`config.mk`:
```
export PLATFORM = sky130hd
export DESIGN_NAME = fifo_contention_tree_x4_flat
export DESIGN_NICKNAME = d
export VERILOG_FILES = /design/src/rtl/fifo_contention_tree_x4_if.sv /design/src/rtl/fifo_contention_tree_x4.sv /design/src/flat_wrapper.sv
export SDC_FILE = /design/constraint.sdc
export NUM_CORES = 1
export LEC_CHECK = 0
export ABC_AREA = 1
export CAP_MARGIN = 30
export CORE_UTILIZATION = 30
export DETAILED_ROUTE_END_ITERATION = 10
export GPL_TIMING_DRIVEN = 0
export PLACE_DENSITY_LB_ADDON = 0.2
export SYNTH_ARGS = -nofsm -noshare
export SYNTH_HDL_FRONTEND = slang
export SYNTH_SLANG_ARGS = --single-unit
```
`constraint.sdc`:
```
create_clock -name clk -period 3.4 [get_ports clk]
set_clock_uncertainty 0.1 [all_clocks]
set_input_delay 0.34 -clock clk [delete_from_list [all_inputs] [get_ports clk]]
set_output_delay 0.34 -clock clk [all_outputs]
set_load 0.02 [all_outputs]
```
`src/rtl/fifo_contention_tree_x4_if.sv`:
```
// Pixel aggregation bundle: four producer lanes in, one Z-buffer stream out,
// plus per-lane thermometer fill levels and non-empty requests.
interface fifo_contention_tree_x4_if #(
  parameter int MEM_LENGTH  = 8,
  parameter int PIXEL_WIDTH = 16
);
  logic [PIXEL_WIDTH-1:0] pix_in_1, pix_in_2, pix_in_3, pix_in_4;
  logic                   load_1, load_2, load_3, load_4;
  logic                   rdy_z_buffer;
  logic [PIXEL_WIDTH-1:0] pix_out;
  logic                   send_z_buffer;
  logic [MEM_LENGTH-1:0]  fill_1, fill_2, fill_3, fill_4;
  logic                   req_1, req_2, req_3, req_4;

  modport master (
    output pix_in_1, pix_in_2, pix_in_3, pix_in_4,
    output load_1, load_2, load_3, load_4, rdy_z_buffer,
    input  pix_out, send_z_buffer,
    input  fill_1, fill_2, fill_3, fill_4,
    input  req_1, req_2, req_3, req_4
  );

  modport slave (
    input  pix_in_1, pix_in_2, pix_in_3, pix_in_4,
    input  load_1, load_2, load_3, load_4, rdy_z_buffer,
    output pix_out, send_z_buffer,
    output fill_1, fill_2, fill_3, fill_4,
    output req_1, req_2, req_3, req_4
  );
endinterface

```
`src/rtl/fifo_contention_tree_x4.sv`:
```
// Four pixel FIFOs drained through a two-level arbitration tree into one stream.
// CT_ROUND_ROBIN_EN selects round-robin tree nodes; otherwise fixed priority 1>2>3>4.
module fifo_contention_tree_x4 #(
  parameter int MEM_LENGTH  = 8,
  parameter int PIXEL_WIDTH = 16
) (
  input logic                      clk,
  input logic                      reset,
  fifo_contention_tree_x4_if.slave bus
);
  localparam int PW = (MEM_LENGTH > 1) ? $clog2(MEM_LENGTH) : 1;
  localparam int CW = $clog2(MEM_LENGTH + 1);

  logic [PIXEL_WIDTH-1:0] mem [4][MEM_LENGTH];
  logic [PW-1:0]          wr_ptr [4];
  logic [PW-1:0]          rd_ptr [4];
  logic [CW-1:0]          occ [4];
  logic [PIXEL_WIDTH-1:0] pix_in [4];
  logic [MEM_LENGTH-1:0]  fill [4];
  logic [3:0]             load, req, full, wr_en, rd_en;
  logic [1:0]             win;
  logic                   pop;
  logic [PIXEL_WIDTH-1:0] pix_q;
  logic                   send_q;

  function automatic logic [PW-1:0] ptr_inc(input logic [PW-1:0] p);
    return (p == PW'(MEM_LENGTH - 1)) ? '0 : p + PW'(1);
  endfunction

  assign pix_in[0] = bus.pix_in_1;
  assign pix_in[1] = bus.pix_in_2;
  assign pix_in[2] = bus.pix_in_3;
  assign pix_in[3] = bus.pix_in_4;
  assign load      = {bus.load_4, bus.load_3, bus.load_2, bus.load_1};
  assign pop       = bus.rdy_z_buffer && (|req);

  for (genvar n = 0; n < 4; n++) begin : g_lane
    assign req[n]   = (occ[n] != '0);
    assign full[n]  = (occ[n] == CW'(MEM_LENGTH));
    assign rd_en[n] = pop && (win == 2'(n));
    // A pop frees the slot in the same cycle, so a full FIFO still accepts a write.
    assign wr_en[n] = load[n] && (!full[n] || rd_en[n]);
    for (genvar i = 0; i < MEM_LENGTH; i++) begin : g_therm
      assign fill[n][i] = (occ[n] > CW'(i));
    end
  end

`ifdef CT_ROUND_ROBIN_EN
  // Each pointer set means "prefer the upper input" at that node.
  logic ptr_a, ptr_b, ptr_r;
  logic req_a, req_b, gnt_a_hi, gnt_b_hi, gnt_r_b;

  always_comb begin
    req_a    = req[0] | req[1];
    req_b    = req[2] | req[3];
    gnt_a_hi = req[1] & (~req[0] | ptr_a);
    gnt_b_hi = req[3] & (~req[2] | ptr_b);
    gnt_r_b  = req_b & (~req_a | ptr_r);
    win      = gnt_r_b ? {1'b1, gnt_b_hi} : {1'b0, gnt_a_hi};
  end

  always_ff @(posedge clk) begin
    if (reset) begin
      ptr_a <= 1'b0;
      ptr_b <= 1'b0;
      ptr_r <= 1'b0;
    end else if (pop) begin
      ptr_r <= ~gnt_r_b;
      if (gnt_r_b) ptr_b <= ~gnt_b_hi;
      else         ptr_a <= ~gnt_a_hi;
    end
  end
`else
  always_comb begin
    win = 2'd0;
    if      (req[0]) win = 2'd0;
    else if (req[1]) win = 2'd1;
    else if (req[2]) win = 2'd2;
    else if (req[3]) win = 2'd3;
  end
`endif

  always_ff @(posedge clk) begin
    if (reset) begin
      for (int n = 0; n < 4; n++) begin
        wr_ptr[n] <= '0;
        rd_ptr[n] <= '0;
        occ[n]    <= '0;
      end
    end else begin
      for (int n = 0; n < 4; n++) begin
        if (wr_en[n]) wr_ptr[n] <= ptr_inc(wr_ptr[n]);
        if (rd_en[n]) rd_ptr[n] <= ptr_inc(rd_ptr[n]);
        case ({wr_en[n], rd_en[n]})
          2'b10:   occ[n] <= occ[n] + CW'(1);
          2'b01:   occ[n] <= occ[n] - CW'(1);
          default: occ[n] <= occ[n];
        endcase
      end
    end
  end

  // Storage is not reset; occupancy alone defines which entries are live.
  always_ff @(posedge clk) begin
    for (int n = 0; n < 4; n++) begin
      if (!reset && wr_en[n]) mem[n][wr_ptr[n]] <= pix_in[n];
    end
  end

  always_ff @(posedge clk) begin
    if (reset) begin
      send_q <= 1'b0;
      pix_q  <= '0;
    end else begin
      send_q <= pop;
      if (pop) pix_q <= mem[win][rd_ptr[win]];
    end
  end

  assign bus.pix_out       = pix_q;
  assign bus.send_z_buffer = send_q;
  assign bus.fill_1        = fill[0];
  assign bus.fill_2        = fill[1];
  assign bus.fill_3        = fill[2];
  assign bus.fill_4        = fill[3];
  assign bus.req_1         = req[0];
  assign bus.req_2         = req[1];
  assign bus.req_3         = req[2];
  assign bus.req_4         = req[3];
endmodule

```
`src/flat_wrapper.sv`:
```
// flat-port wrapper written by rule: the top's interface ports become plain ports
module fifo_contention_tree_x4_flat 
#(
  parameter int MEM_LENGTH  = 8,
  parameter int PIXEL_WIDTH = 16
)
  (clk, reset, bus_pix_in_1, bus_pix_in_2, bus_pix_in_3, bus_pix_in_4, bus_load_1, bus_load_2, bus_load_3, bus_load_4, bus_rdy_z_buffer, bus_pix_out, bus_send_z_buffer, bus_fill_1, bus_fill_2, bus_fill_3, bus_fill_4, bus_req_1, bus_req_2, bus_req_3, bus_req_4);
  fifo_contention_tree_x4_if #(.MEM_LENGTH(MEM_LENGTH), .PIXEL_WIDTH(PIXEL_WIDTH)) bus_i ();
  input logic clk;
  input logic reset;
  input wire logic [$bits(bus_i.pix_in_1)-1:0] bus_pix_in_1;
  input wire logic [$bits(bus_i.pix_in_2)-1:0] bus_pix_in_2;
  input wire logic [$bits(bus_i.pix_in_3)-1:0] bus_pix_in_3;
  input wire logic [$bits(bus_i.pix_in_4)-1:0] bus_pix_in_4;
  input wire logic [$bits(bus_i.load_1)-1:0] bus_load_1;
  input wire logic [$bits(bus_i.load_2)-1:0] bus_load_2;
  input wire logic [$bits(bus_i.load_3)-1:0] bus_load_3;
  input wire logic [$bits(bus_i.load_4)-1:0] bus_load_4;
  input wire logic [$bits(bus_i.rdy_z_buffer)-1:0] bus_rdy_z_buffer;
  output wire logic [$bits(bus_i.pix_out)-1:0] bus_pix_out;
  output wire logic [$bits(bus_i.send_z_buffer)-1:0] bus_send_z_buffer;
  output wire logic [$bits(bus_i.fill_1)-1:0] bus_fill_1;
  output wire logic [$bits(bus_i.fill_2)-1:0] bus_fill_2;
  output wire logic [$bits(bus_i.fill_3)-1:0] bus_fill_3;
  output wire logic [$bits(bus_i.fill_4)-1:0] bus_fill_4;
  output wire logic [$bits(bus_i.req_1)-1:0] bus_req_1;
  output wire logic [$bits(bus_i.req_2)-1:0] bus_req_2;
  output wire logic [$bits(bus_i.req_3)-1:0] bus_req_3;
  output wire logic [$bits(bus_i.req_4)-1:0] bus_req_4;
  assign bus_i.pix_in_1 = bus_pix_in_1;
  assign bus_i.pix_in_2 = bus_pix_in_2;
  assign bus_i.pix_in_3 = bus_pix_in_3;
  assign bus_i.pix_in_4 = bus_pix_in_4;
  assign bus_i.load_1 = bus_load_1;
  assign bus_i.load_2 = bus_load_2;
  assign bus_i.load_3 = bus_load_3;
  assign bus_i.load_4 = bus_load_4;
  assign bus_i.rdy_z_buffer = bus_rdy_z_buffer;
  assign bus_pix_out = bus_i.pix_out;
  assign bus_send_z_buffer = bus_i.send_z_buffer;
  assign bus_fill_1 = bus_i.fill_1;
  assign bus_fill_2 = bus_i.fill_2;
  assign bus_fill_3 = bus_i.fill_3;
  assign bus_fill_4 = bus_i.fill_4;
  assign bus_req_1 = bus_i.req_1;
  assign bus_req_2 = bus_i.req_2;
  assign bus_req_3 = bus_i.req_3;
  assign bus_req_4 = bus_i.req_4;
  fifo_contention_tree_x4 #(.MEM_LENGTH(MEM_LENGTH), .PIXEL_WIDTH(PIXEL_WIDTH)) u_core (.clk(clk), .reset(reset), .bus(bus_i));
endmodule
```
==> metrics.md, run 1 <==
| Metric | Value |
|---|---|
| Outcome | completed |
| Leakage | 12.5 nW |
| IO Count | 124 |
| Crit path cell chain | inv_2, ha_2, nand2_2, nor2_4, buf_12, clkbuf_1, nand3_1, nand2_1, inv_1, nand2_1, nor2_1, nand2_1, nand3_1, nand3_1, nand2_1, a21oi_1 |
| GPL Wtd Cong | 0.907 |
| Int Pwr | ~13 mW |
| Fillcell total | 8,294 |
| Sw frac | 0.315 |
| Die H | approximately 290 um |
| Largest area contributor in the netlist | edfxtp_1 |
| R2r setup slk | ~0.19 ns |
| Nets@finish | 2,827 |
| FMAX | 311 MHz |
| Net switching power | ~6.0 mW |
| Critical R2R Launch | u_core.occ[0][8]$_SDFFCE_PN0P_ |
| Flop pwr share | 0.421 |
| Clk slew on worst S/H paths | around 0.060 ns |
| CTS root buf | clkbuf_16 |
| Die Width | ~300 um |
| First-pass GRT wire length | ~130 mm |
| TritonCTS clock tree | built |
| WHS Path Cells | 4 |
| CP Buf/Inv Count | 4 |
| Setup ws final | 0.188 ns |
| Avg Vias per Cell | between 4 and 5 |
| Cell variety after synth | 42 |
| Cts-stage hold buffer count | 0 |
| Part of the Yosys area used for sequential elements | 0.662 |
| Combinational power share | 0.224 |
| Largest net degree at the start of global routing | 21 |
| Max_cap viols | 0 |
| Final setup viols | 0 |
| CP peak stage delay | roughly 0.54 ns |
| Hold path endpoint | u_core.bus.pix_out[11]$_SDFFE_PP0P_ |
| Top post-synthesis cells by area | edfxtp_1 (65%), nand3_1 (8.7%), nand2_1 (7.3%), nor2_1 (4.7%), inv_1 (4.3%) |
| Placed cell area | a little under 0.03 mm^2 |
| Hold Vio Cnt, Final | 0 |
| Dpl hpwl | around 70 mm |
| Syn avg cell area | roughly 10 um^2 |
| Max FO, Critical Path | 10 |
| Worst slew pin tran | ~0.87 ns |
| Crit. End Element | register |
| Layout area overhead | 23.5% |
| Die ar. | 0.0864 mm^2 |
| Total congestion overflow | 0 |
| Clock share of power | 0.355 |
| Share of layout cells above drive strength 1 | 0.134 |
| Share of the synthesized area in the top cell type | 0.648 |
| Reg area | between 0.015 and 0.02 mm^2 |
| CTS sink cnt | roughly 570 |
| Hold Path Class | input pin to register |
| H-tree levels | 3 |
| CTS Buffer Depth | 3 |
| Slowest-stage cell, CP | clkbuf_1 |
| Power Total | 19.1 mW |
| Post-Place Worst Slack | -0.627 ns |
| TritonCTS Buffers | 66 |
| Post-Syn Area | between 0.02 and 0.03 mm^2 |
| PortBufs | about 120 |
| # DRC | 0 |
| Final slew viol count | 0 |
| Syn nets | ~2,600 |
| Seq cells post-synth | 569 |
| Area of the multi-input gates | 0.00716 mm^2 |
| DRT Wirelength | approximately 90 mm |
| Crit path max-delay family | simple AND/OR/NAND/NOR gates |
| R2R depth | 16 |
| Post-synthesis cell count | 2,452 |
| FF-to-FF End | u_core.bus.pix_out[5]$_SDFFE_PP0P_ |
| Min Clock Period, post-route | ~3.2 ns |
| Row count | 106 |
| Pwr/cell area | roughly 600 mW/mm^2 |
| WP data arrival | around 3.6 ns |
| Global Route Usage Sum | 0.212 |
| Synthesis warning total | 0 |
| Tcrit/Tclk final | 0.945 |
| Final Instance Area | roughly 0.032 mm^2 |
| Crit path top cell by count | nand2_1 |
| CP Launch Type | register |
| WL/cell | approximately 24 um |
| Critical path type | register to register |
| DRT Pass-1 Iters | 5 |
| VDD IR max | ~0.00033 V |
| CP Data Required Time | between 3 and 4 ns |
| Routed Antenna Nets | 0 |
| DR iter-0 viols | between 1,500 and 2,000 |
| Worst Hold Launch | reset |
| Hold slack final | approximately 0.33 ns |
| Core ar. | 0.0840 mm^2 |
| Vias | between 15,000 and 20,000 |
| Worst slew margin | 0.422 |
| Vias in the first global route | 17,400 |
| Starting Density | 0.305 |
| Initial antenna violation count | 2 |
| Clock Latency Late Sink | between 0.6 and 0.7 ns |
## kinds of logic after synthesis
family                   share of synthesized area
AO/OA/AOI/OAI                               0.0164
XOR/XNOR                                   0.00240
adder cells (fa/ha/maj)                     0.0210
buffers and inverters                       0.0722
flip-flops                                   0.662
multiplexers                              0.000881
AND/OR/NAND/NOR                              0.225
## Yosys cell counts, drive strengths merged
cell type and count:
dfxtp 17, nand3 448, nand4 7, a31oi 4
clkinv 2, nand3b 8, inv 305, o21a 4
nand2 504, nor3 7, ha 43, nor2 336
o21ai 31, nor4 3, o31ai 7, a21oi 27
mux2 2, or2 6, nor3b 3, buf 97
edfxtp 552, o22ai 1, xnor2 2, xor2 5
clkbuf 30, o211ai 1
## sequential cells by signal (all words and copies together) (netlist names)
name,flops
u_core.occ,16
u_core.bus.pix_out,16
u_core.wr_ptr,12
u_core.rd_ptr,12
u_core.bus.send_z_buffer,1
u_core.mem,512
## cell usage in the layout, fill, tap and decap left out, drive strengths merged, types with 27 or more instances in the layout
master,instances
ha,43
edfxtp,552
nand2,504
a21oi,27
clkinv,37
nand3,448
clkdlybuf4s50,122
inv,306
buf,165
o21ai,31
clkbuf,111
nor2,336
## metal layers
layer | part of all wire | global-route usage | up-vias
li1 | - | - | 8706
met1 | 0.45 | 0.304 | 9014
met2 | 0.47 | 0.338 | 687
met3 | 0.066 | 0.0273 | 98
met4 | 0.018 | 0.0539 | 0
met5 | 0 | 0 | -
## power groups by stage
stage	registers (mW)	logic [mW]	clock network, mW
after CTS	8.05	4.19	6.87
final	8.06	4.27	6.79
after global routing	8.08	4.60	7.11
after global placement	8.19	4.03	0
after detailed placement	8.20	4.11	0
after floorplan	8.22	2.23	0
## worst max-delay path by stage
stage | startpoint | to | slack (ns) | cells past startpoint
after floorplan | u_core.occ[0][12]$_DFFE_PP_ | u_core.mem[1][112]$_DFFE_PP_ | 0.19 | 14
after global placement | u_core.occ[0][8]$_SDFFCE_PN0P_ | u_core.mem[1][89]$_DFFE_PP_ | -1.43 | 15
after detailed placement | u_core.occ[0][9]$_SDFFCE_PN0P_ | u_core.occ[0][4]$_SDFFCE_PN0P_ | -0.63 | 16
after CTS | u_core.occ[0][0]$_SDFFCE_PN0P_ | u_core.mem[2][73]$_DFFE_PP_ | -0.002 | 14
after global routing | u_core.occ[0][5]$_SDFFCE_PN0P_ | u_core.mem[3][105]$_DFFE_PP_ | -0.01 | 14
final | u_core.occ[0][8]$_SDFFCE_PN0P_ | u_core.bus.pix_out[5]$_SDFFE_PP0P_ | 0.19 | 16
## worst reg2reg max path, cell delays in order, from the launching register on
cell      delay (ns)
edfxtp_1        0.46
inv_2           0.14
ha_2            0.21
nand2_2         0.19
nor2_4          0.21
buf_12          0.14
clkbuf_1        0.54
nand3_1         0.16
nand2_1         0.26
inv_1           0.07
nand2_1         0.17
nor2_1          0.06
nand2_1         0.07
nand3_1         0.09
nand3_1         0.09
nand2_1         0.07
a21oi_1         0.12
## final cells by class
class,instances,share of cell area
Sequential cell,569,0.536
Multi-Input combinational cell,1449,0.227
Timing Repair Buffer,194,0.0693
Clock buffer,78,0.0558
Tap cell,1134,0.0449
Inverter,307,0.0365
Buffer,126,0.0225
Clock inverter,38,0.00840
Antenna cell,1,0.0000793
## repair_timing
item,4_1_cts,5_1_grt
endpoints found under the hold margin,0,0
pin swaps,14,11
resized for setup,38,50
setup buffers,18,22
setup endpoints to repair,474,526
## stage by stage
stage                     TNS, ns  std cells  utilization
after floorplan                 0       2452            -
after global placement    -555.39       3708        0.336
after detailed placement   -85.99       3740        0.344
after CTS                 -0.0108       3873        0.373
after global routing      -0.0916       3896        0.376
final                           0       3896        0.376
(Power assumes the default switching activity.)
==> run 2, diff against run 1 <==
--- a/config.mk
+++ b/config.mk
@@ -6,7 +6,6 @@
 export NUM_CORES = 1
 export LEC_CHECK = 0
 export ABC_AREA = 1
-export CAP_MARGIN = 30
 export CORE_UTILIZATION = 30
 export DETAILED_ROUTE_END_ITERATION = 10
 export GPL_TIMING_DRIVEN = 0
==> run 2 against run 1 <==
Effect of this change:
- register-to-register slack worse by 0.03 ns
- sequential cell count is the same
- critical path depth up 1
- worst hold slack worse by 0.057 ns
- clock power grew 5.9%
- critical endpoint unchanged
==> metrics.md, run 2 (synthesis results as in run 1) <==
| Metric | Value |
|---|---|
| Leakage | 12.6 nW (was 12.5 nW) |
| Cts-stage hold buffer count | 0 (unchanged) |
| Flop pwr share | 0.413 (was 0.421) |
| CP Launch Type | register (unchanged) |
| Starting Density | 0.305 (unchanged) |
| Max FO, Critical Path | 10 (unchanged) |
| Min Clock Period, post-route | 3.24 ns (was 3.21 ns) |
| Setup crit end | u_core.bus.pix_out[5]$_SDFFE_PP0P_ (unchanged) |
| Worst slew pin tran | 0.823 ns (was 0.867 ns) |
| PortBufs | 122 (unchanged) |
| Die ar. | 0.0864 mm^2 (unchanged) |
| Pwr/cell area | 616 mW/mm^2 (was 605 mW/mm^2) |
| Commonest cells after routing, fill and taps aside | edfxtp_1 (552), nand2_1 (487), nand3_1 (446) (was edfxtp_1 (552), nand2_1 (485), nand3_1 (446)) |
| Combinational power share | 0.218 (was 0.224) |
| Critical path depth in cells | 17 (was 16) |
| Fillcell total | 8,249 (was 8,294) |
| DR iter-0 viols | 2,104 (was 1,897) |
| Core ar. | 0.0840 mm^2 (unchanged) |
| CTS Buffer Depth | 3 (unchanged) |
| Final Instance Area | 0.0316 mm^2 (about the same) |
| Vias | 18,400 (was 18,500) |
| WP data arrival | 3.69 ns (was 3.64 ns) |
| Critical R2R Launch | u_core.occ[0][8]$_SDFFCE_PN0P_ (unchanged) |
| Hold Vio Cnt, Final | 0 (unchanged) |
| Net switching power | 6.12 mW (was 6.02 mW) |
| Vias in the first global route | 17,200 (was 17,400) |
| Setup ws final | 0.157 ns (was 0.188 ns) |
| Layout area overhead | 23.7% (was 23.5%) |
| Avg Vias per Cell | 4.72 (was 4.75) |
| Int Pwr | 13.4 mW (was 13.1 mW) |
| Outcome | completed (unchanged) |
| Critical path type | register to register (unchanged) |
| Tcrit/Tclk final | 0.954 (was 0.945) |
| Crit. End Element | register (unchanged) |
| CTS root buf | clkbuf_16 (unchanged) |
| H-tree levels | 3 (unchanged) |
| CP Buf/Inv Count | 5 (was 4) |
| Hold Path Class | input pin to register (unchanged) |
| GPL Wtd Cong | 0.907 (unchanged) |
| WHS Path Cells | 4 (unchanged) |
| Row count | 106 (unchanged) |
| R2r setup slk | 0.16 ns (was 0.19 ns) |
| Post-Place Worst Slack | -0.613 ns (was -0.627 ns) |
| IO Count | 124 (unchanged) |
| Dpl hpwl | 69.9 mm (was 69.8 mm) |
| CP peak stage delay | 0.48 ns (was 0.54 ns) |
| Global Route Usage Sum | 0.212 (about the same) |
| Max_cap viols | 0 (unchanged) |
| # DRC | 0 (unchanged) |
| Worst Hold Launch | reset (unchanged) |
| Sw frac | 0.314 (was 0.315) |
| DRT Wirelength | 92.1 mm (was 92.3 mm) |
| Placed cell area | 0.0289 mm^2 (unchanged) |
| Die H | 294 um (unchanged) |
| FF-to-FF End | u_core.bus.pix_out[5]$_SDFFE_PP0P_ (unchanged) |
| Final setup viols | 0 (unchanged) |
| Crit path top cell by count | nand2_1 (unchanged) |
| Most common cell after layout, fill and taps aside | edfxtp_1 (unchanged) |
| Total congestion overflow | 0 (unchanged) |
| Crit path cell chain | inv_2, ha_1, nand2_2, nor2_4, buf_4, buf_4, clkbuf_1, nand3_1, nand2_1, inv_1, nand2_1, nor2_1, nand2_1, nand3_1, nand3_1, nand2_1, a21oi_1 (was inv_2, ha_2, nand2_2, nor2_4, buf_12, clkbuf_1, nand3_1, nand2_1, inv_1, nand2_1, nor2_1, nand2_1, nand3_1, nand3_1, nand2_1, a21oi_1) |
| FMAX | 308 MHz (was 311 MHz) |
| CP Data Required Time | 3.85 ns (was 3.83 ns) |
| Clock Latency Late Sink | 0.63 ns (was 0.61 ns) |
| Clock share of power | 0.369 (was 0.355) |
| WL/cell | 23.7 um (about the same) |
| DRT Pass-1 Iters | 6 (was 5) |
| Share of layout cells above drive strength 1 | 0.136 (was 0.134) |
| Die Width | 294 um (unchanged) |
| Max reg flops | 512 (unchanged) |
| Crit path max-delay family | simple AND/OR/NAND/NOR gates (unchanged) |
| Final slew viol count | 0 (unchanged) |
| Initial antenna violation count | 3 (was 2) |
| TritonCTS Buffers | 66 (unchanged) |
| Slowest-stage cell, CP | clkbuf_1 (unchanged) |
| Nets@finish | 2,823 (was 2,827) |
| First-pass GRT wire length | 129 mm (about the same) |
| Routed Antenna Nets | 0 (unchanged) |
| VDD IR max | 0.000318 V (was 0.000334 V) |
| RSZ-0062 raised after global routing | yes |
| TritonCTS clock tree | built (unchanged) |
| Clk slew on worst S/H paths | 0.06 ns (about the same) |
| R2R depth | 17 (was 16) |
| Critical path origin | u_core.occ[0][8]$_SDFFCE_PN0P_ (unchanged) |
| CTS sink cnt | 569 (unchanged) |
| Largest net degree at the start of global routing | 21 (unchanged) |
| Worst slew margin | 0.451 (was 0.422) |
[run 2: cell count changes in the layout (fill, tap and decap cells not counted), sizes merged]
cell,delta
bufinv,+5
buf,-6
clkinv,-7
clkbuf,-1
inv,+5
[run 2: worst reg2reg max path, stage by stage (launching register included)]
cell and delay (ns):
edfxtp_1 0.46, inv_2 0.13, ha_1 0.21, nand2_2 0.20
nor2_4 0.17, buf_4 0.17, buf_4 0.14, clkbuf_1 0.48
nand3_1 0.16, nand2_1 0.23, inv_1 0.07, nand2_1 0.18
nor2_1 0.07, nand2_1 0.06, nand3_1 0.07, nand3_1 0.09
nand2_1 0.08, a21oi_1 0.12
[run 2: worst min-delay path by stage]
stage / endpoint / slack [ns]
6_report: u_core.bus.pix_out[11]$_SDFFE_PP0P_ / 0.27
5_1_grt: u_core.bus.pix_out[11]$_SDFFE_PP0P_ / 0.32
4_1_cts: u_core.bus.pix_out[11]$_SDFFE_PP0P_ / 0.24
3_5_place_dp: u_core.bus.pix_out[0]$_SDFFE_PP0P_ / 0.43
3_3_place_gp: u_core.bus.pix_out[1]$_SDFFE_PP0P_ / 0.43
2_1_floorplan: u_core.mem[0][0]$_DFFE_PP_ / 0.34
[run 2: cell type report]
cell class                      count  area [um^2]  area share
Tap cell                         1134         1420      0.0449
Antenna cell                        1         2.50   0.0000792
Multi-Input combinational cell   1449         7130       0.226
Clock inverter                     41          448      0.0142
Inverter                          307         1150      0.0365
Sequential cell                   569        16900       0.535
Buffer                            125          713      0.0226
Timing Repair Buffer              191         2140      0.0678
Clock buffer                       75         1690      0.0533
[run 2: what timing repair did]
action	CTS	global route
gates resized for setup	39	43
hold endpoints to repair	0	0
pin swaps	14	7
setup endpoints to repair	449	515
setup buffers	19	18
[run 2: metrics by stage]
stage / hold slack, ns / util / std cells / total power, mW / TNS (ns)
2_1_floorplan: 0.339 / - / 2452 / 10.5 / 0
3_3_place_gp: 0.426 / 0.336 / 3708 / 12.2 / -555.39
6_report: 0.272 / 0.377 / 3892 / 19.5 / 0
5_1_grt: 0.325 / 0.377 / 3892 / 20.2 / -0.736
4_1_cts: 0.238 / 0.374 / 3874 / 19.5 / 0
3_5_place_dp: 0.429 / 0.344 / 3740 / 12.3 / -80.98
[run 2: power groups by stage]
stage | combinational [mW] | sequential (mW) | clock [mW]
floorplan | 2.23 | 8.22 | 0
global placement | 4.03 | 8.19 | 0
detailed placement | 4.10 | 8.20 | 0
CTS | 4.18 | 8.05 | 7.29
global route | 4.56 | 8.07 | 7.54
finish | 4.24 | 8.05 | 7.19
[run 2: per-layer routing]
layer  vias to the layer above  share of wire  track usage
li1                       8687              -            -
met1                      8875           0.46        0.308
met2                       713           0.47        0.341
met3                        84          0.063       0.0231
met4                         0          0.013       0.0431
met5                         -              0            0
